==> src/rtl/voice_pkg.sv <==
// Shared voice-path types and the FIR-output rounding/saturation helper.
package voice_pkg;
    localparam int SAMPLE_W    = 8;
    localparam int FIR_OUT_W   = 18;
    localparam int COEFF_SHIFT = 10;

    typedef logic signed [SAMPLE_W-1:0] sample_t;

    localparam logic signed [FIR_OUT_W:0] SAT_MAX = 19'sd127;
    localparam logic signed [FIR_OUT_W:0] SAT_MIN = -19'sd128;

    // Round half up, drop `shift` fractional bits, clamp to the sample range.
    function automatic sample_t sat_round(input logic signed [FIR_OUT_W-1:0] y, input int shift);
        logic signed [FIR_OUT_W:0] sum;
        logic signed [FIR_OUT_W:0] q;
        sum = $signed({y[FIR_OUT_W-1], y}) + $signed((FIR_OUT_W+1)'(1) << (shift - 1));
        q   = sum >>> shift;
        if (q > SAT_MAX)
            sat_round = sample_t'(SAT_MAX[SAMPLE_W-1:0]);
        else if (q < SAT_MIN)
            sat_round = sample_t'(SAT_MIN[SAMPLE_W-1:0]);
        else
            sat_round = sample_t'(q[SAMPLE_W-1:0]);
    endfunction
endpackage

==> src/rtl/fir_decimator_if.sv <==
// Output stream of the decimator plus its FIFO status.
interface fir_decimator_if #(parameter int DEPTH = 16);
    import voice_pkg::*;

    // Handshake: a transfer happens on every rising clock edge where out_valid
    // and out_ready are both 1; out_valid never drops and out_data never changes
    // before that transfer (except on clear/reset); out_ready is ignored when
    // out_valid is 0.
    logic                       out_valid;
    sample_t                    out_data;
    logic                       out_ready;
    logic [$clog2(DEPTH+1)-1:0] level;
    logic                       overflow;

    modport master (output out_valid, out_data, level, overflow, input out_ready);
    modport slave  (input out_valid, out_data, level, overflow, output out_ready);
endinterface

==> src/rtl/sample_fifo.sv <==
// Circular FIFO with exact level count and a registered head word.
module sample_fifo #(
    parameter int DEPTH = 16,
    parameter int W     = 8,
    localparam int AW   = $clog2(DEPTH),
    localparam int LW   = $clog2(DEPTH + 1)
) (
    input  logic          clock,
    input  logic          reset,
    input  logic          clear,
    input  logic          push,
    input  logic          pop,
    input  logic [W-1:0]  din,
    output logic [W-1:0]  head,
    output logic          valid,
    output logic          full,
    output logic [LW-1:0] level
);
    logic [W-1:0]  mem [DEPTH];
    logic [AW-1:0] wr_ptr, rd_ptr, rd_next;
    logic          do_push, do_pop;
    logic [LW-1:0] level_next;

    assign full    = (level == LW'(DEPTH));
    assign do_pop  = pop && valid;
    // A full FIFO still accepts a push when the head leaves in the same cycle.
    assign do_push = push && (!full || do_pop);
    assign rd_next = rd_ptr + AW'(1);

    always_comb begin
        level_next = level;
        if (do_push && !do_pop)
            level_next = level + LW'(1);
        else if (do_pop && !do_push)
            level_next = level - LW'(1);
    end

    always_ff @(posedge clock or negedge reset) begin
        if (!reset) begin
            wr_ptr <= '0;
            rd_ptr <= '0;
            level  <= '0;
            valid  <= 1'b0;
            head   <= '0;
            for (int i = 0; i < DEPTH; i++)
                mem[i] <= '0;
        end else if (clear) begin
            wr_ptr <= '0;
            rd_ptr <= '0;
            level  <= '0;
            valid  <= 1'b0;
            head   <= mem[0];
        end else begin
            if (do_push) begin
                mem[wr_ptr] <= din;
                wr_ptr      <= wr_ptr + AW'(1);
            end
            if (do_pop)
                rd_ptr <= rd_next;
            level <= level_next;
            valid <= (level_next != '0);
            // With one entry left, the slot after the head is the one being written now.
            if (do_pop)
                head <= (do_push && level == LW'(1)) ? din : mem[rd_next];
            else if (do_push && !valid)
                head <= din;
        end
    end
endmodule

==> src/rtl/fir_decimator.sv <==
// Captures FIR output on each sample strobe, rounds to 8 bits, keeps every DECIM-th sample into a FIFO.
module fir_decimator
    import voice_pkg::*;
#(
    parameter int DECIM = 8,
    parameter int DEPTH = 16,
    parameter int SHIFT = COEFF_SHIFT
) (
    input  logic                        clock,
    input  logic                        reset,
    input  logic                        ready,
    input  logic signed [FIR_OUT_W-1:0] y,
    input  logic                        clear,
    fir_decimator_if.master             bus
);
    localparam int PW = (DECIM > 1) ? $clog2(DECIM) : 1;
    localparam int LW = $clog2(DEPTH + 1);

    logic                primed;
    logic [PW-1:0]       phase;
    logic                overflow;
    logic                strobe, keep;
    logic                fifo_full, fifo_valid;
    logic [LW-1:0]       fifo_level;
    logic [SAMPLE_W-1:0] fifo_head;
    sample_t             sample;

    // The first strobe after reset carries a stale y, so it only primes.
    assign strobe = ready && primed && !clear;
    assign keep   = strobe && (phase == '0);
    assign sample = sat_round(y, SHIFT);

    always_ff @(posedge clock or negedge reset) begin
        if (!reset) begin
            primed   <= 1'b0;
            phase    <= '0;
            overflow <= 1'b0;
        end else begin
            if (ready)
                primed <= 1'b1;
            if (clear) begin
                phase    <= '0;
                overflow <= 1'b0;
            end else begin
                if (strobe)
                    phase <= (phase == PW'(DECIM - 1)) ? '0 : phase + PW'(1);
                if (keep && fifo_full && !bus.out_ready)
                    overflow <= 1'b1;
            end
        end
    end

    sample_fifo #(.DEPTH(DEPTH), .W(SAMPLE_W)) u_fifo (
        .clock (clock),
        .reset (reset),
        .clear (clear),
        .push  (keep),
        .pop   (bus.out_ready),
        .din   (sample),
        .head  (fifo_head),
        .valid (fifo_valid),
        .full  (fifo_full),
        .level (fifo_level)
    );

    assign bus.out_valid = fifo_valid;
    assign bus.out_data  = sample_t'(fifo_head);
    assign bus.level     = fifo_level;
    assign bus.overflow  = overflow;
endmodule

==> src/flat_wrapper.sv <==
// flat-port wrapper written by rule: the top's interface ports become plain ports
module fir_decimator_flat import voice_pkg::*;
#(
    parameter int DECIM = 8,
    parameter int DEPTH = 16,
    parameter int SHIFT = COEFF_SHIFT
)
  (clock, reset, ready, y, clear, bus_out_valid, bus_out_data, bus_level, bus_overflow, bus_out_ready);
  fir_decimator_if #(.DEPTH(DEPTH)) bus_i ();
  input  logic clock;
  input  logic reset;
  input  logic ready;
  input  logic signed [FIR_OUT_W-1:0] y;
  input  logic clear;
  output wire logic [$bits(bus_i.out_valid)-1:0] bus_out_valid;
  output wire logic [$bits(bus_i.out_data)-1:0] bus_out_data;
  output wire logic [$bits(bus_i.level)-1:0] bus_level;
  output wire logic [$bits(bus_i.overflow)-1:0] bus_overflow;
  input wire logic [$bits(bus_i.out_ready)-1:0] bus_out_ready;
  assign bus_out_valid = bus_i.out_valid;
  assign bus_out_data = bus_i.out_data;
  assign bus_level = bus_i.level;
  assign bus_overflow = bus_i.overflow;
  assign bus_i.out_ready = bus_out_ready;
  fir_decimator #(.DECIM(DECIM), .DEPTH(DEPTH), .SHIFT(SHIFT)) u_core (.clock(clock), .reset(reset), .ready(ready), .y(y), .clear(clear), .bus(bus_i));
endmodule
==> config.mk <==
export PLATFORM = sky130hd
export DESIGN_NAME = fir_decimator_flat
export DESIGN_NICKNAME = d
export VERILOG_FILES = /design/src/rtl/voice_pkg.sv /design/src/rtl/fir_decimator_if.sv /design/src/rtl/sample_fifo.sv /design/src/rtl/fir_decimator.sv /design/src/flat_wrapper.sv
export SDC_FILE = /design/constraint.sdc
export NUM_CORES = 1
export LEC_CHECK = 0
export CAP_MARGIN = 40
export CELL_PAD_IN_SITES_DETAIL_PLACEMENT = 0
export CELL_PAD_IN_SITES_GLOBAL_PLACEMENT = 1
export CORE_MARGIN = 4
export CORE_UTILIZATION = 53
export DETAILED_ROUTE_END_ITERATION = 6
export PLACE_DENSITY = 0.92
export SYNTH_ARGS = -nofsm -noshare
export SYNTH_HDL_FRONTEND = slang
export SYNTH_SLANG_ARGS = --single-unit
==> constraint.sdc <==
create_clock -name clock -period 6.6 [get_ports clock]
set_clock_uncertainty 0.15 [all_clocks]
set_input_delay 1.32 -clock clock [delete_from_list [all_inputs] [get_ports clock]]
set_output_delay 1.32 -clock clock [all_outputs]
set_load 0.1 [all_outputs]
Yosys cells after proc, flatten, opt, wreduce, memory -nomap -nowiden

Cells that the tools add are included.

Input port bits: 23
Register bits: 155
Output and inout bits: 15

$lt $le $gt $ge: 5
Bitwise logic cells: 3
Reductions and logical operators: 27
Eq/ne operators: 3
Multiplexer cells: 25
Add/subtract/negate cells: 6

Operators with widths:

| cell                                                           | count |
|---|---|
| bitwise mux 128 bit                                            | 1 |
| 2-to-1 mux 8 bit                                               | 9 |
| binary-select mux 8 bit (select 4 bit)                         | 1 |
| demux 8 bit (select 4 bit)                                     | 1 |
| adder 18 x 11 -> 19 bit (second input constant)                | 1 |
| 2-to-1 mux 4 bit                                               | 4 |
| 2-to-1 mux 5 bit                                               | 3 |
| logical AND 1 bit                                              | 12 |
| greater-or-equal comparator 5 bit (second input constant)      | 2 |
| inverter 4 -> 5 bit                                            | 2 |
| greater-than comparator 9 x 8 -> 1 bit (second input constant) | 1 |
| < comparator 9 x 8 -> 1 bit (second input constant)            | 1 |
| 2-to-1 mux 3 bit                                               | 3 |
| adder 4 x 1 -> 4 bit (second input constant)                   | 2 |
| nonzero test 2 bit                                             | 4 |
| zero test 1 bit                                                | 6 |
| adder 5 x 1 -> 5 bit (second input constant)                   | 1 |
| equality test 5 x 1 -> 1 bit (second input constant)           | 1 |
| equality test 5 bit (second input constant)                    | 1 |
| < comparator 5 x 1 -> 1 bit (second input constant)            | 1 |
| nonzero test 5 bit                                             | 1 |
| subtractor 5 x 1 -> 5 bit (second input constant)              | 1 |
| adder 3 x 1 -> 3 bit (second input constant)                   | 1 |
| equality test 3 bit (second input constant)                    | 1 |
| 6 further kinds                                                | 8 |

Longest topological paths before layout

Gate-level depths: netlist of the first run.

Depth after elaboration: 10
Mapped depth: 9
Mapped depth without buffers: 7

Hierarchy

A second synthesis of the first run with hierarchy kept.

Cells, all modules: 665
Area total of the unflattened synthesis: 7,921.3 sq um

Modules (own cells, without submodules):

| module        | cells an instance | instances | seq. area each (sq um) | area an instance (sq um) |
|---|---|---|---|---|
| sample_fifo   | 598               | 1         | 3,753.6                | 7,375.8 |
| fir_decimator | 67                | 1         | 125.1                  | 545.5 |

Worst setup path before layout of the first run

No wires, ideal clock.

Kind: input -> register
From: input port y[9]
To: register u_core.u_fifo.mem[102] (netlist name)
Library setup time: 132 ps
Setup slack: 3,600 ps
Stages on the path: 7
Data required time: 6,318 ps
Arrival: 2,718 ps
Cell sequence: ha_1 > buf_2 > and2_1 > o2111ai_1 > a21oi_1 > clkbuf_1 > o21ai_1

Cells in the longest elaborated chain, start to end: 5

RTL lines:

| what                          | RTL line           | source |
|---|---|---|
| start, declared               | flat_wrapper.sv:13 | `input logic signed [FIR_OUT_W-1:0] y;` |
| adder 18 x 11 -> 19 bit (*)   | voice_pkg.sv:16    | `sum = $signed({y[FIR_OUT_W-1], y}) + $signed((FIR_OUT_W+1)'(1) << (shift - 1));` |
| < comparator 9 x 8 -> 1 bit   | voice_pkg.sv:20    | `else if (q < SAT_MIN)` |
| 2-to-1 mux 8 bit              | voice_pkg.sv:20    |  |
| 2-to-1 mux 8 bit (*)          | voice_pkg.sv:18    | `if (q > SAT_MAX)` |
| bitwise mux 128 bit (*)       | sample_fifo.sv:55  | `mem[wr_ptr] <= din;` |
| end signal, assigned by index | sample_fifo.sv:55  |  |
| end, declared                 | sample_fifo.sv:19  | `logic [W-1:0] mem [DEPTH];` |

Every way passes the cells marked *; elsewhere a longest branch is shown, timed or not.
A chain may end at the register's enable or synchronous reset.

Final worst setup path of the first run

From: input port clear
To: register u_core.u_fifo.mem[34] (netlist name)

Cells in the longest elaborated chain, start to end: 5

RTL lines:

| what                                     | RTL line            | source |
|---|---|---|
| start, declared                          | flat_wrapper.sv:14  | `input logic clear;` |
| zero test 1 bit                          | fir_decimator.sv:29 | `assign strobe = ready && primed && !clear;` |
| logical AND 1 bit                        | fir_decimator.sv:29 |  |
| logical AND 1 bit                        | fir_decimator.sv:30 | `assign keep = strobe && (phase == '0);` |
| logical AND 1 bit                        | sample_fifo.sv:27   | `assign do_push = push && (!full \|\| do_pop);` |
| AND reduction 2 bit (no source line) (*) | -                   |  |

Marks and branches as above.

==> run summary, run 1 <==
Status - finished clean
Final hold slack - 0.3325 ns
Synth Register Bits - 155
# DRC - 0
Critical path class - input pin to flop
Num CTS Buffers - 17
Peak Freq - 257.5 MHz
Largest area contributor in the netlist - dfrtp_1
Post-route ant nets - 0
Rows - 44
Synth Net Count - 721
Post-Synthesis Mean Instance Area - 11.66 um2
Fin area - 9139 um2
Cells resized by post-CTS repair - 0
Number of clock sinks - 155
Crit share post-route - 0.5883
Clk slew on worst S/H paths - 0.06 ns
Pin count of the biggest net entering global routing - 93
Min Clock Period, post-route - 3.883 ns
Cell count after placement - 877
Initial Utilization - 0.5455
Max-Cap Viols - 0
Area grow syn2layout - 14.39%
Synth async-reset ratio - 1.000
Synth Area in Compound Gates - 0.1270
PwrDens - 337.8 nW/um2
First-pass GRT wire length - 28.93 mm
Clock Path Buffers - 2
I/O pins - 38
Die Width - 130.8 um
Final Hold Vio Count - 0
HP Class - flop to flop
Most instantiated cells after synthesis - 155 x dfrtp_1, 127 x nand2_1, 94 x o21ai_1, 29 x mux4_2, 20 x nor2_1
Die area - 17100 um2
Clk_lat worst skew - 0.43 ns
Die height - 130.8 um
Post-synth top area share - 0.4855
Count of final max-slew check failures - 0
Hold buffer count at cts - 0
Vias in the first global route - 5540
Crit path required time - 6.76 ns
Post-Route WL - 17.34 mm
Slew HR - 0.3993
YS warnings - 0
Placed cell area - 8512 um2
Leak - 4.131 nW
CTS tree - built
Synth cell types - 65
Post-DP HPWL - 11.49 mm
Worst slew pin tran - 0.9010 ns
GRT Residual Overflow - 0
Cell Area, Synth - 7989 um2
Worst VDD drop - 207.4 uV
Post-Synth XOR/XNOR Area - 0.01551
Most common cell in the synthesized netlist - dfrtp_1
Post-synthesis simple-gate area fraction - 0.1505
Port Buffers - 28
EDFF count, synth - 0
Top cells by area, synth - dfrtp_1 49%, mux4_2 8.2%, nand2_1 6.0%, o21ai_1 5.9%, nand4b_4 2.4%
Ant. Diodes - 0
Setup violators final - 0
Adder-Cell Fraction of Synth Area - 0.02036
Unrepaired setup endpoints after global routing - false
Synth Flop Type - dfrtp_1
Postcts setup bufs - 0
Fin Setup TNS - 0 ns
Crit path launch type - input pin
DR pass1 iterations - 5
Starting DRT DRC Count - 423
Register-to-Register Setup Slack - 3.39 ns
Routability congestion estimate - 0.9256
Synthesized instance count - 685
CP arrival - 4.05 ns
Core area - 14640 um2
Overall routing resource usage - 0.2211
Main combinational cell family by area after synthesis - multiplexers
CP endpoint kind - flop
Nets - 748
CTS root buffer - clkbuf_16
Worst-path fanout max - 27
Post-synthesis mux area share - 0.1529
Share of post-route cells with drive strength above 1 - 0.2041
Seq/Total Area, Yosys - 0.4855
Initial antenna violation count - 0
Routed length per instance - 19.07 um
Final Non-Filler Cells - 909
H-Tree Depth - 4
Vias per Instance - 6.041
Via count - 5491
-- through the flow --
stage / power, W / worst slack, ns / util
after global placement: 0.001926 / 2.292 / 0.5616
after CTS: 0.003097 / 2.720 / 0.6241
after detailed placement: 0.002069 / 2.290 / 0.5813
after global routing: 0.003211 / 2.554 / 0.6241
after floorplan: 0.001760 / 3.600 / -
final: 0.003087 / 2.717 / 0.6241
-- power breakdown --
part	switching [W]	internal [W]	total, W	leakage (nW)
Sequential	0.0000753	0.00104	0.00112	2.11
Clock	0.000398	0.000635	0.00103	0.300
Combinational	0.000562	0.000374	0.000936	1.72
-- logic make-up (layout without fill, tap and decap cells) --
group,count (synthesis),count (layout)
AND/OR/NAND/NOR,203,203
buffers and inverters,59,99
flip-flops,155,155
XOR/XNOR,12,12
multiplexers,73,73
AO/OA/AOI/OAI,170,170
adder cells (fa/ha/maj),13,13
-- final cells by class --
class	instances	area, um2
inverter	12	45.04
fill	1119	5505
timing repair buffer	55	629.4
multi-input combinational	471	3727
clock buffer	18	429.2
tap	184	230.2
sequential	155	3880
clock inverter	14	197.7
-- path summary, 6_finish.rpt --
| kind | from | depth (start not counted) | endpoint |
|---|---|---|---|
| setup / recovery | clear | 7 | u_core.u_fifo.mem[34]$_DFFE_PN0P_ |
| hold / removal | u_core.u_fifo.mem[32]$_DFFE_PN0P_ | 2 | u_core.u_fifo.mem[32]$_DFFE_PN0P_ |
| min in group asynchronous | reset | 1 | u_core.primed$_DFFE_PN0P_ |
| hold reg to reg | u_core.u_fifo.mem[32]$_DFFE_PN0P_ | 2 | u_core.u_fifo.mem[32]$_DFFE_PN0P_ |
| setup reg to reg | u_core.u_fifo.level[0]$_DFF_PN0_ | 7 | u_core.u_fifo.mem[34]$_DFFE_PN0P_ |
| max in group asynchronous | reset | 2 | u_core.u_fifo.mem[43]$_DFFE_PN0P_ |
-- layer usage --
layer,GRT usage,routed length [um],vias up
li1,-,-,2554
met1,0.3124,7831,2772
met2,0.3542,8465,146
met3,0.04472,821,19
met4,0.05687,216,0
met5,0,0,-
-- sequential cells by signal, summed over array words and instances (netlist names) --
name	flops
u_core.u_fifo.mem	128
u_core.u_fifo.head	8
u_core.u_fifo.level	5
u_core.u_fifo.rd_ptr	4
u_core.u_fifo.wr_ptr	4
u_core.phase	3
u_core.bus.overflow	1
u_core.primed	1
u_core.u_fifo.valid	1
-- placed cells by master, fill, tap and decap left out, drive strengths merged, types with 5 or more instances in the layout --
cell type      count
nand4              6
clkdlybuf4s50     27
dfrtp            155
inv               13
mux2i             11
nand4b             9
xor2               9
a22oi              6
mux2              30
a21oi             10
o22ai              6
nand2            127
ha                13
clkinv             7
nand3              9
nor2              20
nor4               6
a31oi              5
buf               28
mux4              32
o21ai            121
clkbuf            18
-- worst max-delay path, stage by stage --
cell and delay, ns:
clkdlybuf4s50_1 0.40, buf_4 0.23, nand4b_4 0.24, a211oi_4 0.25, buf_4 0.45, nand4b_1 0.64, mux2_2 0.50
Note: power is estimated with default switching activity, not from simulation.
==> run 2, diff against run 1 <==
CORE_UTILIZATION = 49   (was 53)
PLACE_DENSITY = 0.86   (was 0.92)
clock period = 4 ns   (was 6.6 ns; I/O delays follow)
==> run 2 against run 1 <==
  * Power rose by 64%
  * Critical path type unchanged
  * Largest cell class unchanged
  * Sequential cell count did not move
  * Register-to-register slack got worse by 2.2 ns
  * Clock power rose by 63%
  * Cell area rose by 0.59%
  * Non-clock buffer count rose by 1
==> run summary, run 2 (same netlist as run 1, synthesis figures left out) <==
CP arrival - 3.19 ns
Crit share post-route - 0.7441
Post-Route WL - 17.55 mm
Worst slew pin tran - 0.8848 ns
Min Clock Period, post-route - 2.976 ns
Critical path class - input pin to flop
CP endpoint kind - flop
Area grow syn2layout - 15.07%
Vias per Instance - 5.893
Pin count of the biggest net entering global routing - 80
Slew HR - 0.4101
Cell count after placement - 910
Top Registers - u_core.u_fifo.mem: 128 flops, u_core.u_fifo.head: 8 flops, u_core.u_fifo.level: 5 flops
Routability congestion estimate - 0.8825
CTS tree - built
I/O pins - 38
Nets - 749
Met1 Resource Use GR - 0.2717
Logic gate share of total power - 0.305
Sw power - 0.001677 W
Peak Freq - 336.0 MHz
Clk slew on worst S/H paths - 0.07 ns
Post-route ant nets - 0
Post-DP HPWL - 11.64 mm
Internal Power - 0.003392 W
Die Width - 135.7 um
Largest register by flop count - u_core.u_fifo.mem
Initial Utilization - 0.5011
Setup violators final - 0
Die height - 135.7 um
Commonest non-fill, non-tap cells in the layout - 154 x dfrtp_1, 127 x nand2_1, 94 x o21ai_1, 29 x mux4_2, 27 x clkdlybuf4s50_1
Number of clock sinks - 155
Gr busiest metal - met2
Crit path launch type - input pin
Num CTS Buffers - 17
Unrepaired setup endpoints after global routing - false
Initial antenna violation count - 0
GRT Residual Overflow - 0
Starting DRT DRC Count - 400
Ant. Diodes - 0
Start of the worst register-to-register path - u_core.u_fifo.level[0]$_DFF_PN0_
H-Tree Depth - 4
Postcts setup bufs - 0
Cells resized by post-CTS repair - 0
Leak - 4.140 nW
Crit Reg-Reg Endpoint - u_core.u_fifo.mem[26]$_DFFE_PN0P_
Final Non-Filler Cells - 942
Vias in the first global route - 5697
DR pass1 iterations - 5
Status - finished clean
Die area - 18410 um2
Final Hold Vio Count - 0
DP Worst Slack - 0.6045 ns
Overall routing resource usage - 0.2084
Fin Setup TNS - 0 ns
Routed length per instance - 18.63 um
Largest register FFs - 128
GR Util met2 - 0.3440
Clk_lat worst skew - 0.43 ns
Port Buffers - 28
Clock power share - 0.332
First-pass GRT wire length - 29.59 mm
Clock Path Buffers - 2
CTS root buffer - clkbuf_16
Count of final max-slew check failures - 0
Hold buffer count at cts - 0
Core area - 15940 um2
Most common cell after layout, fill and taps aside - dfrtp_1
Rows - 46
PwrDens - 551.5 nW/um2
Worst VDD drop - 381.0 uV
HP Class - input pin to asynchronous set/reset pin
Worst-path fanout max - 17
Share of post-route cells with drive strength above 1 - 0.2011
Via count - 5551
Max-Cap Viols - 0
Worst setup margin - 1.024 ns
Sequential fraction of design power - 0.363
Met3 usage - 0.03640
Switch share - 0.3309
# DRC - 0
Register-to-Register Setup Slack - 1.15 ns
Reg2reg path depth - 7
Crit path required time - 4.21 ns
==> run 2: cell count changes in the layout (fill, tap and decap cells not counted) <==
cell,before,now
buf_12,1,2
bufinv_16,4,3
clkbuf_1,1,3
clkbuf_8,0,4
clkinv_2,2,0
clkinv_4,5,1
ha_1,12,13
ha_2,1,0
inv_6,1,2
==> run 2: cell type report <==
cell class                 count  area [um2]
clock buffer                  24       491.7
clock inverter                 8       131.4
fill                        1314        6750
inverter                      12       45.04
multi-input combinational    471        3725
sequential                   155        3880
tap                          216       270.3
timing repair buffer          56       649.4
==> run 2: worst max-delay path by stage <==
| stage | startpoint | endpoint | slack, ns | cells after the start |
|---|---|---|---|---|
| 2_1_floorplan | u_core.u_fifo.level[0]$_DFF_PN0_ | u_core.u_fifo.mem[58]$_DFFE_PN0P_ | 1.02 | 7 |
| 3_3_place_gp | y[9] | u_core.u_fifo.head[0]$_DFFE_PN0P_ | 0.66 | 7 |
| 3_5_place_dp | y[9] | u_core.u_fifo.head[0]$_DFFE_PN0P_ | 0.60 | 7 |
| 4_1_cts | y[9] | u_core.u_fifo.head[0]$_DFFE_PN0P_ | 1.05 | 7 |
| 5_1_grt | y[9] | u_core.u_fifo.head[0]$_DFFE_PN0P_ | 0.88 | 7 |
| 6_report | y[9] | u_core.u_fifo.head[0]$_DFFE_PN0P_ | 1.02 | 7 |
==> run 2: critical path: stages <==
cell	delay, ns
clkdlybuf4s50_1	0.54
ha_1	0.38
inv_1	0.09
or4_1	0.50
o211a_1	0.35
mux2_2	0.38
a21oi_2	0.13
==> run 2: routing by layer <==
| layer | vias to the layer above | part of all wire |
|---|---|---|
| li1 | 2565 | - |
| met1 | 2821 | 0.43 |
| met2 | 136 | 0.49 |
| met3 | 29 | 0.048 |
| met4 | 0 | 0.027 |
| met5 | - | 0 |
==> run 2: through the flow <==
stage	total power, W	util	hold slack [ns]	instance area [um2]
global placement	0.003206	0.5217	0.3060	8317
floorplan	0.002904	-	0.2946	7989
detailed placement	0.003422	0.5375	0.3135	8569
CTS	0.005112	0.5766	0.2885	9193
finish	0.005070	0.5766	0.2505	9193
global route	0.005295	0.5766	0.3171	9193
==> run 2: power groups by stage <==
stage / logic (W) / registers, W / clock network (W)
after floorplan: 0.000683 / 0.00222 / 0
final: 0.00155 / 0.00184 / 0.00168
after global routing: 0.00165 / 0.00186 / 0.00179
after detailed placement: 0.00155 / 0.00187 / 0
after global placement: 0.00135 / 0.00186 / 0
after CTS: 0.00156 / 0.00184 / 0.00171
